## config.mk

```make
export PLATFORM = sky130hd
export DESIGN_NAME = hazard_dest_tracker
export DESIGN_NICKNAME = d
export VERILOG_FILES = /design/src/rtl/hazard_dest_tracker.sv
export SDC_FILE = /design/constraint.sdc
export NUM_CORES = 1
export LEC_CHECK = 0
export BUFFER_PORTS_ARGS = -buffer_cell sky130_fd_sc_hd__clkbuf_2
export CAP_MARGIN = 20
export CELL_PAD_IN_SITES_DETAIL_PLACEMENT = 2
export CELL_PAD_IN_SITES_GLOBAL_PLACEMENT = 2
export CORE_UTILIZATION = 29
export DETAILED_ROUTE_END_ITERATION = 8
export PLACE_DENSITY = 0.89
export REMOVE_ABC_BUFFERS = 1
export SYNTH_ARGS = -nofsm -noshare
export SYNTH_HDL_FRONTEND = slang
export SYNTH_SLANG_ARGS = --single-unit
```

## constraint.sdc

```tcl
create_clock -name clk -period 2.2 [get_ports clk]
set_input_delay 0.22 -clock clk [delete_from_list [all_inputs] [get_ports clk]]
set_output_delay 0.22 -clock clk [all_outputs]
set_load 0.01 [all_outputs]
```

## src/rtl/hazard_dest_tracker.sv

```systemverilog
// Producer side of the pipeline hazard check.
// Tracks the destination register and write-back enable of the instructions
// in EXE and MEM, and inserts bubbles into EXE on a hazard stall or a branch
// flush. Also exports a per-register busy mask and saturating event counters
// for debug.
module hazard_dest_tracker #(
  parameter int ADDR_W    = 4,
  parameter int REG_COUNT = 16,
  parameter int CNT_W     = 16
) (
  input  logic                 clk,
  input  logic                 rst,
  input  logic [ADDR_W-1:0]    id_dest,
  input  logic                 id_wb_en,
  input  logic                 id_valid,
  input  logic                 hazard,
  input  logic                 flush,
  input  logic                 freeze,
  output logic [ADDR_W-1:0]    exe_dest,
  output logic                 exe_wb_en,
  output logic [ADDR_W-1:0]    mem_dest,
  output logic                 mem_wb_en,
  output logic [REG_COUNT-1:0] busy_mask,
  output logic [CNT_W-1:0]     stall_count,
  output logic [CNT_W-1:0]     flush_count
);

  localparam logic [CNT_W-1:0] CNT_MAX = '1;

  logic bubble;

  // Flush and hazard both replace the ID instruction with a bubble in EXE.
  assign bubble = flush | hazard;

  // EXE/MEM stage registers; freeze holds everything, rst clears even under freeze.
  always_ff @(posedge clk) begin
    if (rst) begin
      exe_dest  <= '0;
      exe_wb_en <= 1'b0;
      mem_dest  <= '0;
      mem_wb_en <= 1'b0;
    end else if (!freeze) begin
      mem_dest  <= exe_dest;
      mem_wb_en <= exe_wb_en;
      if (bubble) begin
        exe_dest  <= '0;
        exe_wb_en <= 1'b0;
      end else begin
        exe_dest  <= id_dest;
        exe_wb_en <= id_wb_en & id_valid;
      end
    end
  end

  // Saturating bubble counters; a flush is counted as a flush even if hazard is also high.
  always_ff @(posedge clk) begin
    if (rst) begin
      stall_count <= '0;
      flush_count <= '0;
    end else if (!freeze) begin
      if (flush) begin
        if (flush_count != CNT_MAX) begin
          flush_count <= flush_count + 1'b1;
        end
      end else if (hazard) begin
        if (stall_count != CNT_MAX) begin
          stall_count <= stall_count + 1'b1;
        end
      end
    end
  end

  // Busy mask decoded straight from the stage registers, no extra latency.
  always_comb begin
    busy_mask = '0;
    if (exe_wb_en) begin
      busy_mask[exe_dest] = 1'b1;
    end
    if (mem_wb_en) begin
      busy_mask[mem_dest] = 1'b1;
    end
  end

endmodule
```

### Word level (Yosys, flattened, before mapping)

Index checks and enable logic that the tools add are counted.

* register bits after elaboration: 42
* input port bits: 11
* output and inout bits: 58
* word-level logic and storage cells: 31

* add/sub/neg operators: 2
* $lt $le $gt $ge: 4
* eq/ne operators: 2
* muxes and demuxes: 8
* bitwise gates (word level): 5
* reductions and logical operators: 4

Operator list (number)
* 16-bit by 1-bit adder with 16-bit output (second input constant): 2
* 16-bit 2-to-1 mux: 2
* 16-bit != test (second input constant): 2
* 16-bit bitwise OR: 1
* 4-bit by 5-bit < comparator with 1-bit output (second input constant): 2
* 1-bit demux with 4-bit select: 2
* 4-bit by 1-bit greater-or-equal comparator with 1-bit output (second input constant): 2
* 4-bit 2-to-1 mux: 1
* 4-bit AND reduction: 1
* 1-bit 2-to-1 mux: 3
* 3-bit AND reduction: 1
* 1-bit logical AND: 2
* 1-bit NOT: 2
* 1-bit bitwise AND: 1
* 1-bit bitwise OR: 1

### Longest topological paths before layout

Gate-level depths: netlist (run 1).

* word-level depth: 7
* depth in mapped cells: 6
* gate-level depth less buffers: 5

### Worst setup path after synthesis (run 1)

No wires, ideal clock.

* path kind: input to register
* start: in freeze
* end: reg stall_count[15]
* setup time: 0.121 ns
* arrival: 1.590 ns
* data required time: 2.079 ns
* setup slack: 0.489 ns
* stages on the path: 5
* buffers on the path: 1
* cells stage by stage: or3b_4 or2_1 clkbuf_2 nor4_1 mux2_2

* longest elaborated chain between the ends: 2

Ends and longest elaborated chain
* start, declared: line 18 `input logic freeze,`
* 1-bit NOT (no line)
* 4-bit AND reduction (no line)
* end signal, assigned: line 67 `stall_count <= stall_count + 1'b1;`
* end, declared: line 24 `output logic [CNT_W-1:0] stall_count,`

No other way between the ends.
A chain may end at the register's enable or synchronous reset.

### Worst setup path in the final report (run 1)

* start: reg flush_count[0]
* end: reg flush_count[14]

* longest elaborated chain between the ends: 2
* elaborated cells on any way between the ends: 3

Ends and longest elaborated chain
* start, declared: line 25 `output logic [CNT_W-1:0] flush_count`
* start signal, assigned: line 63 `flush_count <= flush_count + 1'b1;`
* branches (longest 2 deep; another with 16-bit by 1-bit adder with 16-bit output)

Several ways; the timed one is not identified.

==> results of run 1 <==
## critical path, cell delays in order, from the launching register on
cell	delay [ns]
sky130_fd_sc_hd__dfxtp_1	0.36
sky130_fd_sc_hd__ha_1	0.23
sky130_fd_sc_hd__nand4_1	0.23
sky130_fd_sc_hd__nor4_1	0.59
sky130_fd_sc_hd__a311oi_1	0.19
sky130_fd_sc_hd__a41o_1	0.23
## power breakdown
group          switching (mW)  total (mW)  internal, mW  leakage (nW)
clock network           0.285       0.623         0.339        0.0514
logic                  0.0564      0.0898        0.0334         0.685
registers             0.00882       0.774         0.766         0.339
total                   0.350        1.49          1.14          1.08
## registers in the layout, indices dropped and copies added, names as in the netlist
signal,flops
stall_count,16
exe_dest,4
mem_wb_en,1
exe_wb_en,1
flush_count,16
mem_dest,4
## worst max-delay path by stage
stage / startpoint / end / cells after the start
after floorplan: flush_count[0]$_SDFFE_PP0P_ / flush_count[2]$_SDFFE_PP0P_ / 5
after detailed placement: flush / stall_count[15]$_SDFFE_PP0P_ / 5
after global placement: flush / stall_count[15]$_SDFFE_PP0P_ / 5
after global routing: flush_count[0]$_SDFFE_PP0P_ / flush_count[14]$_SDFFE_PP0P_ / 5
final: flush_count[0]$_SDFFE_PP0P_ / flush_count[14]$_SDFFE_PP0P_ / 5
after CTS: flush_count[0]$_SDFFE_PP0P_ / flush_count[14]$_SDFFE_PP0P_ / 5
## per-layer routing
| metal | vias to the layer above | part of all wire | GRT usage |
|---|---|---|---|
| li1 | 1201 | - | - |
| met1 | 1248 | 0.45 | 0.258 |
| met2 | 59 | 0.50 | 0.369 |
| met3 | 11 | 0.038 | 0.0356 |
| met4 | 0 | 0.016 | 0.0577 |
| met5 | - | 0 | 0 |
## cell usage after synthesis, types with 4 or more instances
cell type / instances / share of area
sky130_fd_sc_hd__a21oi_1: 25 / 0.056
sky130_fd_sc_hd__and4_1: 6 / 0.024
sky130_fd_sc_hd__clkbuf_1: 5 / 0.0084
sky130_fd_sc_hd__dfxtp_1: 42 / 0.38
sky130_fd_sc_hd__inv_1: 7 / 0.012
sky130_fd_sc_hd__mux2_2: 5 / 0.025
sky130_fd_sc_hd__mux2i_1: 7 / 0.031
sky130_fd_sc_hd__nand2_1: 19 / 0.032
sky130_fd_sc_hd__nand2b_1: 5 / 0.014
sky130_fd_sc_hd__nand3_1: 12 / 0.027
sky130_fd_sc_hd__nand3b_1: 8 / 0.027
sky130_fd_sc_hd__nand4_1: 14 / 0.039
sky130_fd_sc_hd__nor2_1: 20 / 0.034
sky130_fd_sc_hd__nor2b_1: 6 / 0.017
sky130_fd_sc_hd__nor4_1: 10 / 0.028
sky130_fd_sc_hd__o21ai_0: 12 / 0.027
sky130_fd_sc_hd__o22ai_1: 12 / 0.034
sky130_fd_sc_hd__o31ai_1: 5 / 0.017
sky130_fd_sc_hd__o32ai_1: 4 / 0.016
sky130_fd_sc_hd__or3_1: 12 / 0.034
## cell families (layout without fill, tap and decap cells)
family | after synthesis | count (layout) | share of synthesized area
buffers and inverters | 16 | 93 | 0.0275
adders and majority gates | 2 | 2 | 0.0112
muxes | 12 | 12 | 0.0567
and+or+nand+nor | 130 | 130 | 0.336
AOI/OAI and AO/OA | 69 | 69 | 0.192
DFF | 42 | 42 | 0.377
## per-stage QoR
| stage | cell area [um^2] | hold slack, ns |
|---|---|---|
| after CTS | 2840 | 0.171 |
| after global routing | 2840 | 0.189 |
| after floorplan | 2190 | 0.289 |
| after detailed placement | 2730 | 0.499 |
| after global placement | 2730 | 0.475 |
| final | 2840 | 0.183 |
## cell type report
type	instances	area, um^2	area share
Clock inverter	2	37.5	0.0132
Timing Repair Buffer	78	415	0.146
Clock buffer	6	72.6	0.0255
Inverter	7	26.3	0.00924
Multi-Input combinational cell	213	1330	0.467
Tap cell	99	124	0.0436
Sequential cell	42	841	0.296
==> flow_summary.toml, run 1 <==
[outcome]
outcome = "finished, final reports clean"

[die]
die_area_mm2 = 0.00804
boundaryPins = 69
initial_utilization = 0.304
core-area_mm2 = 0.00733
fp.dieW_um = 89.7
die_height_um = 89.7
rows = 31

[timing]
setup_repair_after_global_routing_missed_its_margin = "false"
final_max_slew_viol_count = 0
layout_worst_path_cycle_share = 0.881
worst_slew_pin_slew_ns = 0.580
post-route-worst-setup-slack_ns = 0.262
clock-skew-final_ns = 0.00504
setup_tns_ns = 0
setup-violations-final = 0
fmaxAchievable_mhz = 516
max_slew_margin = 0.610
report.final.hold_viol_count = 0
layout_min_cycle_time_ns = 1.94

[placement]
place_congestion = 0.859
portBuffers = 68
placedCellCount = 439
detailedPlacementHpwl_um = 5960
place_worst_setup_slack_ns = 0.297

[routing]
detail_route.iter0.violations = 82
wl_per_cell_um = 18.1
antenna_left = 0
detail_route.wirelength_um = 8100
number_of_iterations_in_the_first_detailed_routing_pass = 4
routed_via_density = 5.64
number_of_remaining_drc_errors = 0
route.vias.total = 2519

[hold_path]
timing.hold.worst.class = "in2reg"
timing.hold.worst_endpoint = "exe_wb_en$_SDFFE_PP0N_"
launch_instance_of_the_worst_min_delay_path = "id_wb_en"
hold_depth = 3

[clock_tree]
cts.reportedPaths.clkPinSlew_ns = 0.08
post_cts.repair.setup_buffers = 0
tritoncts = "done"
cts_root_buffer = "sky130_fd_sc_hd__clkbuf_8"
cts-buffers-inserted = 5
worstSkewPairLatency_ns = 0.30
cts_hold_buf = 0
cts-resized-gates = 0
cts_max_level = 2
maximum_buffer_depth_of_the_clock_tree = 2
clock_sinks = 42

[cells_and_area]
fill_cells = 872
area_growth_syn_to_layout_pct = 27.6
most-common-layout-cells = "68 x sky130_fd_sc_hd__clkbuf_2, 42 x sky130_fd_sc_hd__dfxtp_1, 25 x sky130_fd_sc_hd__a21oi_1, 20 x sky130_fd_sc_hd__nor2_1, 19 x sky130_fd_sc_hd__nand2_1"
final_common_cell = "sky130_fd_sc_hd__clkbuf_2"
drive_gt1_frac = 0.270
final_net_count = 360
final_core_util = 0.388
final-instance-count-excl-fill = 447
insertedDiodeCount = 0

[setup_path]
critical_path.endpoint_type = "flip-flop"
worst_r2r_startpoint = "flush_count[0]$_SDFFE_PP0P_"
cp.arrival_ns = 2.13
largest_fanout_on_the_critical_path = 4
critPathLaunchType = "flip-flop"
r2r_setup_slack_ns = 0.26
cp.required_ns = 2.40
crit-reg2reg-capture = "flush_count[14]$_SDFFE_PP0P_"
worst-r2r-cell-count = 5
crit_type = "reg2reg"

[yosys]
post_synthesis_instance_area_mm2 = 0.00223
synth-seq-cells = 42
yosys_warn_count = 0
postSynth.asyncResetShare = 0
dominantRegCellSynth = "sky130_fd_sc_hd__dfxtp_1"
synth_area_per_cell_um2 = 8.23
synth_sequential_area_ratio = 0.377
synth_cell_types = 43
postSynthCellCount = 271
synth-edff-count = 0

[grt]
gr-usage-all-layers = 0.208
vias_in_the_first_global_route = 2492
pin_count_of_the_biggest_net_entering_global_routing = 27
grt_first_pass_wirelength_um = 12800
antenna_found_initial = 0
grt-ovfl-total = 0

[power]
p_leak_nw = 1.08
power.density_mw_per_mm2 = 523
final_total_pwr_mw = 1.49
power.ir.vdd_worst_mv = 0.276

[job]
max_cap_viol_count = 0
Power figures use the tool's default switching activity.
==> inputs of run 2 (changes only) <==
--- a/config.mk
+++ b/config.mk
@@ -11,7 +11,9 @@
 export CELL_PAD_IN_SITES_GLOBAL_PLACEMENT = 2
 export CORE_UTILIZATION = 29
 export DETAILED_ROUTE_END_ITERATION = 8
-export PLACE_DENSITY = 0.89
+export GPL_TIMING_DRIVEN = 1
+export HOLD_SLACK_MARGIN = 0.15
+export PLACE_DENSITY_LB_ADDON = 0.1
 export REMOVE_ABC_BUFFERS = 1
 export SYNTH_ARGS = -nofsm -noshare
 export SYNTH_HDL_FRONTEND = slang
==> run 2 against run 1 <==
  * Final area rose by 1.4%
  * Core utilization rose by 0.55 points
  * Via count fell by 2.0%
  * Clock-buffer cell count did not move
  * Sequential cell count did not move
  * Largest cell class unchanged
  * Largest power group unchanged
==> flow_summary.toml, run 2 (synthesis gave the netlist of run 1 again) <==
[hold_path]
timing.hold.worst.class = "in2reg"

[routing]
wl_per_cell_um = 16.3
antenna_left = 0
number_of_remaining_drc_errors = 0
detail_route.iter0.violations = 55
number_of_iterations_in_the_first_detailed_routing_pass = 4
routed_via_density = 5.47
detail_route.wirelength_um = 7350
route.vias.total = 2469

[power]
proportion_of_total_power_due_to_net_switching = 0.225
combinational_group_share_of_total_power = 0.059
sequentialPowerShare = 0.515
power.ir.vdd_worst_mv = 0.281
power_switching_mw = 0.337
p_leak_nw = 1.11
share_clk_of_total_power = 0.426
power.density_mw_per_mm2 = 521
internal_power_mw = 1.16

[setup_path]
worstPathCellList = "nand4_1 -> o311ai_0 -> buf_4 -> o21ai_0 -> a21oi_1"
critPathLaunchType = "flip-flop"
critical_path.max_stage_delay_ns = 0.65
largest_fanout_on_the_critical_path = 8
critical_path.endpoint_type = "flip-flop"
cp.required_ns = 2.43
path_buf_inv = 1
worst_path_dominant_cell_family = "compound AO/OA/AOI/OAI gates"
crit_type = "reg2reg"
cp.arrival_ns = 2.05
slowest_stage = "sky130_fd_sc_hd__o311ai_0"

[clock_tree]
maximum_buffer_depth_of_the_clock_tree = 2
cts_max_level = 2
cts-buffers-inserted = 5
tritoncts = "done"
cts-resized-gates = 0
clock_sinks = 42
cts_root_buffer = "sky130_fd_sc_hd__clkbuf_8"
worstSkewPairLatency_ns = 0.30
post_cts.repair.setup_buffers = 0
cts.reportedPaths.clkPinSlew_ns = 0.08
cts_hold_buf = 0

[timing]
setup_tns_ns = 0
layout_min_cycle_time_ns = 1.82
report.final.hold_viol_count = 0
setup-violations-final = 0
max_slew_margin = 0.554
layout_worst_path_cycle_share = 0.828
fmaxAchievable_mhz = 549
clock-skew-final_ns = 0.00631
worst_slew_pin_slew_ns = 0.661
setup_repair_after_global_routing_missed_its_margin = "false"
final_max_slew_viol_count = 0
hold_ws_ns = 0.168

[placement]
portBuffers = 68
place_congestion = 0.756
detailedPlacementHpwl_um = 5670

[die]
rows = 31
core-area_mm2 = 0.00733
die_area_mm2 = 0.00804
boundaryPins = 69
fp.dieW_um = 89.7
die_height_um = 89.7
initial_utilization = 0.304

[cells_and_area]
biggestRegsByFlops = "flush_count: 16 flops, stall_count: 16 flops"
drive_gt1_frac = 0.281
area_growth_syn_to_layout_pct = 29.3
final_common_cell = "sky130_fd_sc_hd__clkbuf_2"
final_net_count = 365
most-common-layout-cells = "68 x sky130_fd_sc_hd__clkbuf_2, 42 x sky130_fd_sc_hd__dfxtp_1, 25 x sky130_fd_sc_hd__a21oi_1, 20 x sky130_fd_sc_hd__nor2_1, 19 x sky130_fd_sc_hd__nand2_1"
insertedDiodeCount = 0

[grt]
grt-ovfl-total = 0
pin_count_of_the_biggest_net_entering_global_routing = 27
gr-usage-all-layers = 0.189
vias_in_the_first_global_route = 2365
grt_first_pass_wirelength_um = 11700
antenna_found_initial = 0

[job]
max_cap_viol_count = 0

[outcome]
outcome = "finished, final reports clean"
## run 2: cell count changes in the layout (fill, tap and decap cells not counted), sizes merged
cell,previous run,this run
buf,10,15
clkinvlp,1,0
## run 2: metal layers
metal,vias up,wire length (um),global-route usage
li1,1209,-,-
met1,1212,3510,0.246
met2,44,3570,0.322
met3,4,188,0.0283
met4,0,77,0.0606
met5,-,0,0
## run 2: final cells by class
| cell class | count | area [um^2] |
|---|---|---|
| clock buffers | 6 | 82.6 |
| clock inverters | 1 | 30.0 |
| fillers | 878 | 4450 |
| inverters | 7 | 26.3 |
| multi-input cells | 213 | 1330 |
| flip-flops and latches | 42 | 841 |
| well taps | 99 | 124 |
| repair buffers | 83 | 453 |
## run 2: tightest hold or removal path: stages
cell	delay, ns
sky130_fd_sc_hd__clkbuf_2	0.08
sky130_fd_sc_hd__nand3b_1	0.07
sky130_fd_sc_hd__a21oi_1	0.06
## run 2: worst paths after layout
kind	endpoint	slack (ns)	start	depth (start not counted)
max	flush_count[8]$_SDFFE_PP0P_	0.38	flush_count[7]$_SDFFE_PP0P_	5
min	exe_dest[0]$_SDFFE_PP0N_	0.17	id_dest[0]	3
max reg2reg	flush_count[8]$_SDFFE_PP0P_	0.38	flush_count[7]$_SDFFE_PP0P_	5
min reg2reg	flush_count[10]$_SDFFE_PP0P_	0.52	flush_count[10]$_SDFFE_PP0P_	2
## run 2: metrics by stage
stage	instances	area (um^2)	power [mW]	util	setup slack (ns)
after floorplan	262	2190	0.824	-	0.235
after global placement	444	2770	0.879	0.378	0.308
after detailed placement	444	2770	0.882	0.378	0.275
after CTS	451	2880	1.53	0.393	0.344
after global routing	451	2880	1.56	0.393	0.202
final	451	2880	1.50	0.393	0.379
## run 2: power by group through the flow
stage	combinational (mW)	clock, mW	sequential, mW
after floorplan	0.0297	0	0.794
after global placement	0.0867	0	0.792
after detailed placement	0.0899	0	0.792
after CTS	0.0903	0.664	0.774
after global routing	0.0978	0.691	0.776
final	0.0883	0.640	0.774
==> inputs of run 3 (changes only) <==
--- a/config.mk
+++ b/config.mk
@@ -5,11 +5,12 @@
 export SDC_FILE = /design/constraint.sdc
 export NUM_CORES = 1
 export LEC_CHECK = 0
+export ABC_AREA = 1
 export BUFFER_PORTS_ARGS = -buffer_cell sky130_fd_sc_hd__clkbuf_2
 export CAP_MARGIN = 20
 export CELL_PAD_IN_SITES_DETAIL_PLACEMENT = 2
 export CELL_PAD_IN_SITES_GLOBAL_PLACEMENT = 2
-export CORE_UTILIZATION = 29
+export CORE_UTILIZATION = 27
 export DETAILED_ROUTE_END_ITERATION = 8
 export GPL_TIMING_DRIVEN = 1
 export HOLD_SLACK_MARGIN = 0.15
==> constraint.sdc (replaced) <==
create_clock -name clk -period 1.72 [get_ports clk]
set_input_delay 0.172 -clock clk [delete_from_list [all_inputs] [get_ports clk]]
set_output_delay 0.172 -clock clk [all_outputs]
set_load 0.01 [all_outputs]
==> run 3 against run 2 <==
  * The run now ends with design-rule violations left
  * Register-to-register slack got worse by 0.22 ns
  * Non-clock buffer count up 3
  * Via count increased by 19%
==> flow_summary.toml, run 3 <==
[timing]
setup-violations-final = 0
setup_tns_ns = 0
layout_min_cycle_time_ns = 1.57
worst_slew_pin_slew_ns = 0.293
max_slew_margin = 0.804
clock-skew-final_ns = 0.0171
fmaxAchievable_mhz = 637
layout_worst_path_cycle_share = 0.913
final_max_slew_viol_count = 0
setup_repair_after_global_routing_missed_its_margin = "false"
report.final.hold_viol_count = 0

[outcome]
outcome = "finished with violations"
violations = "design-rule violations"

[yosys]
post_synthesis_instance_area_mm2 = 0.00251
synth_area_leader_cell = "sky130_fd_sc_hd__dfxtp_1"
netlist_top_cells_area = "sky130_fd_sc_hd__dfxtp_1 33%, sky130_fd_sc_hd__nand2_1 15%, sky130_fd_sc_hd__nor2_1 11%"
dominantRegCellSynth = "sky130_fd_sc_hd__dfxtp_1"
synth-seq-cells = 42
synth_sequential_area_ratio = 0.335
synth_area_per_cell_um2 = 6.14
synth_top_area_frac = 0.335
synth_cell_types = 25
synth.most_common_cell = "sky130_fd_sc_hd__nand2_1"
postSynth.asyncResetShare = 0
synth-edff-count = 0
postSynthCellCount = 409
yosys_warn_count = 0
top_cells_by_count_synth = "101 x sky130_fd_sc_hd__nand2_1, 76 x sky130_fd_sc_hd__nor2_1, 51 x sky130_fd_sc_hd__nand3_1"

[grt]
vias_in_the_first_global_route = 2999
grt_first_pass_wirelength_um = 14900
grt-ovfl-total = 0
antenna_found_initial = 0
pin_count_of_the_biggest_net_entering_global_routing = 26
gr-usage-all-layers = 0.191

[clock_tree]
maximum_buffer_depth_of_the_clock_tree = 2
cts.reportedPaths.clkPinSlew_ns = 0.09
cts_root_buffer = "sky130_fd_sc_hd__clkbuf_8"
cts-buffers-inserted = 5
cts_max_level = 2
worstSkewPairLatency_ns = 0.31
tritoncts = "done"
clock_sinks = 42

[setup_path]
slowest_stage = "sky130_fd_sc_hd__dlygate4sd3_1"
crit_type = "in2reg"
largest_fanout_on_the_critical_path = 6
r2r_setup_slack_ns = 0.16
critPathLaunchType = "input port"
worst_path_dominant_cell_family = "buffers and inverters"
critical_path.endpoint_type = "flip-flop"
cp.arrival_ns = 1.78
cp.required_ns = 1.92
worstPathCellList = "dlygate4sd3_1 -> clkbuf_2 -> inv_2 -> nand2_2 -> inv_2 -> nand3b_1 -> nor2_1 -> nand3_1 -> nand2_1 -> nor2_1"
critical_path.max_stage_delay_ns = 0.54
path_buf_inv = 4

[routing]
route.vias.total = 2926
number_of_iterations_in_the_first_detailed_routing_pass = 8
detail_route.iter0.violations = 83
antenna_left = 0
routed_via_density = 4.86
wl_per_cell_um = 14.6
detail_route.wirelength_um = 8810
number_of_remaining_drc_errors = 3

[power]
power.density_mw_per_mm2 = 591
p_leak_nw = 1.44
final_total_pwr_mw = 1.91
power.ir.vdd_worst_mv = 0.242

[die]
rows = 34
die_height_um = 98.5
fp.dieW_um = 98.5
boundaryPins = 69
initial_utilization = 0.284
die_area_mm2 = 0.00970
core-area_mm2 = 0.00885

[cells_and_area]
final_net_count = 506
most-common-layout-cells = "99 x sky130_fd_sc_hd__nand2_1, 73 x sky130_fd_sc_hd__nor2_1, 68 x sky130_fd_sc_hd__clkbuf_2, 51 x sky130_fd_sc_hd__nand3_1, 42 x sky130_fd_sc_hd__inv_1"
area_growth_syn_to_layout_pct = 28.7
final_core_util = 0.365
biggestRegsByFlops = "flush_count: 16 flops, stall_count: 16 flops"
insertedDiodeCount = 0
drive_gt1_frac = 0.253
final_common_cell = "sky130_fd_sc_hd__nand2_1"
fill_cells = 1154

[placement]
detailedPlacementHpwl_um = 6830
portBuffers = 68
place_congestion = 0.763

[job]
max_cap_viol_count = 0

[hold_path]
timing.hold.worst.class = "in2reg"
run 3: cell count changes in the layout (fill, tap and decap cells not counted), sizes merged, moves of 6 or more:
cell	before	now
nor4	10	0
mux2i	7	0
dlygate4sd3	0	6
or3	12	0
nand4	14	4
nand2	19	106
nor2b	6	0
o22ai	12	0
nor2	20	88
inv	7	47
nand3	12	52
o21ai	12	23
nand3b	8	1
and4	6	0
run 3: layout make-up:
cell class | count | area (um^2) | area share
clock buffers | 6 | 82.6 | 0.0255
clock inverters | 2 | 12.5 | 0.00387
inverters | 49 | 186 | 0.0577
multi-input cells | 309 | 1480 | 0.457
flip-flops and latches | 42 | 847 | 0.262
well taps | 108 | 135 | 0.0418
repair buffers | 86 | 490 | 0.152
run 3: final timing paths:
kind / start / to / cells after the start
worst max-delay path: freeze / flush_count[9]$_SDFFE_PP0P_ / 10
worst min-delay path: id_wb_en / exe_wb_en$_SDFFE_PP0N_ / 3
worst max register to register: stall_count[1]$_SDFFE_PP0P_ / stall_count[14]$_SDFFE_PP0P_ / 9
worst min register to register: exe_dest[1]$_SDFFE_PP0N_ / exe_dest[1]$_SDFFE_PP0N_ / 2
run 3: worst reg2reg max path, stage by stage, from the launching register on:
cell,delay (ns)
sky130_fd_sc_hd__dfxtp_1,0.40
sky130_fd_sc_hd__ha_2,0.24
sky130_fd_sc_hd__nand2_2,0.07
sky130_fd_sc_hd__nor2_4,0.13
sky130_fd_sc_hd__nand2_4,0.09
sky130_fd_sc_hd__nor2_4,0.13
sky130_fd_sc_hd__nor2_4,0.05
sky130_fd_sc_hd__buf_4,0.17
sky130_fd_sc_hd__a21oi_1,0.13
sky130_fd_sc_hd__nor2_1,0.06
run 3: repair_timing:
| item | in CTS | in global routing |
|---|---|---|
| cloned | 0 | 0 |
| hold buffers | 6 | 0 |
| endpoints found under the hold margin | 6 | 0 |
| buffers inserted | 0 | 3 |
| pin swaps | 0 | 1 |
| gates resized for setup | 2 | 17 |
| setup endpoints to repair | 8 | 33 |
run 3: cell families (layout without fill, tap and decap cells):
family | Yosys count | after routing | synth area share
AOI/OAI and AO/OA | 48 | 48 | 0.0956
buffers and inverters | 58 | 143 | 0.0956
adders and majority gates | 2 | 2 | 0.00996
and+or+nand+nor | 257 | 257 | 0.457
xor gates and xnor gates | 2 | 2 | 0.00697
DFF | 42 | 42 | 0.335
run 3: metrics by stage:
stage               cell area (um^2)  worst slack, ns  hold slack, ns  instances
floorplan                       2460            0.292           0.241        400
global placement                3000            0.178           0.439        585
detailed placement              3000           0.0910           0.453        585
CTS                             3160          0.00244           0.150        599
global route                    3230           0.0203           0.159        602
finish                          3230            0.149           0.146        602
run 3: metal layers:
layer  wire (um)  GRT usage  vias up
met3         236     0.0262        9
met1        3970      0.240     1403
met2        4510      0.342       49
met4         104     0.0494        0
met5           0          0        -
li1            -          -     1465
run 3: where the power goes:
group          switching [mW]  leakage, nW  internal (mW)
combinational           0.120         1.05         0.0702
clock                   0.386       0.0472          0.324
sequential             0.0214        0.342          0.988
total                   0.527         1.44           1.38
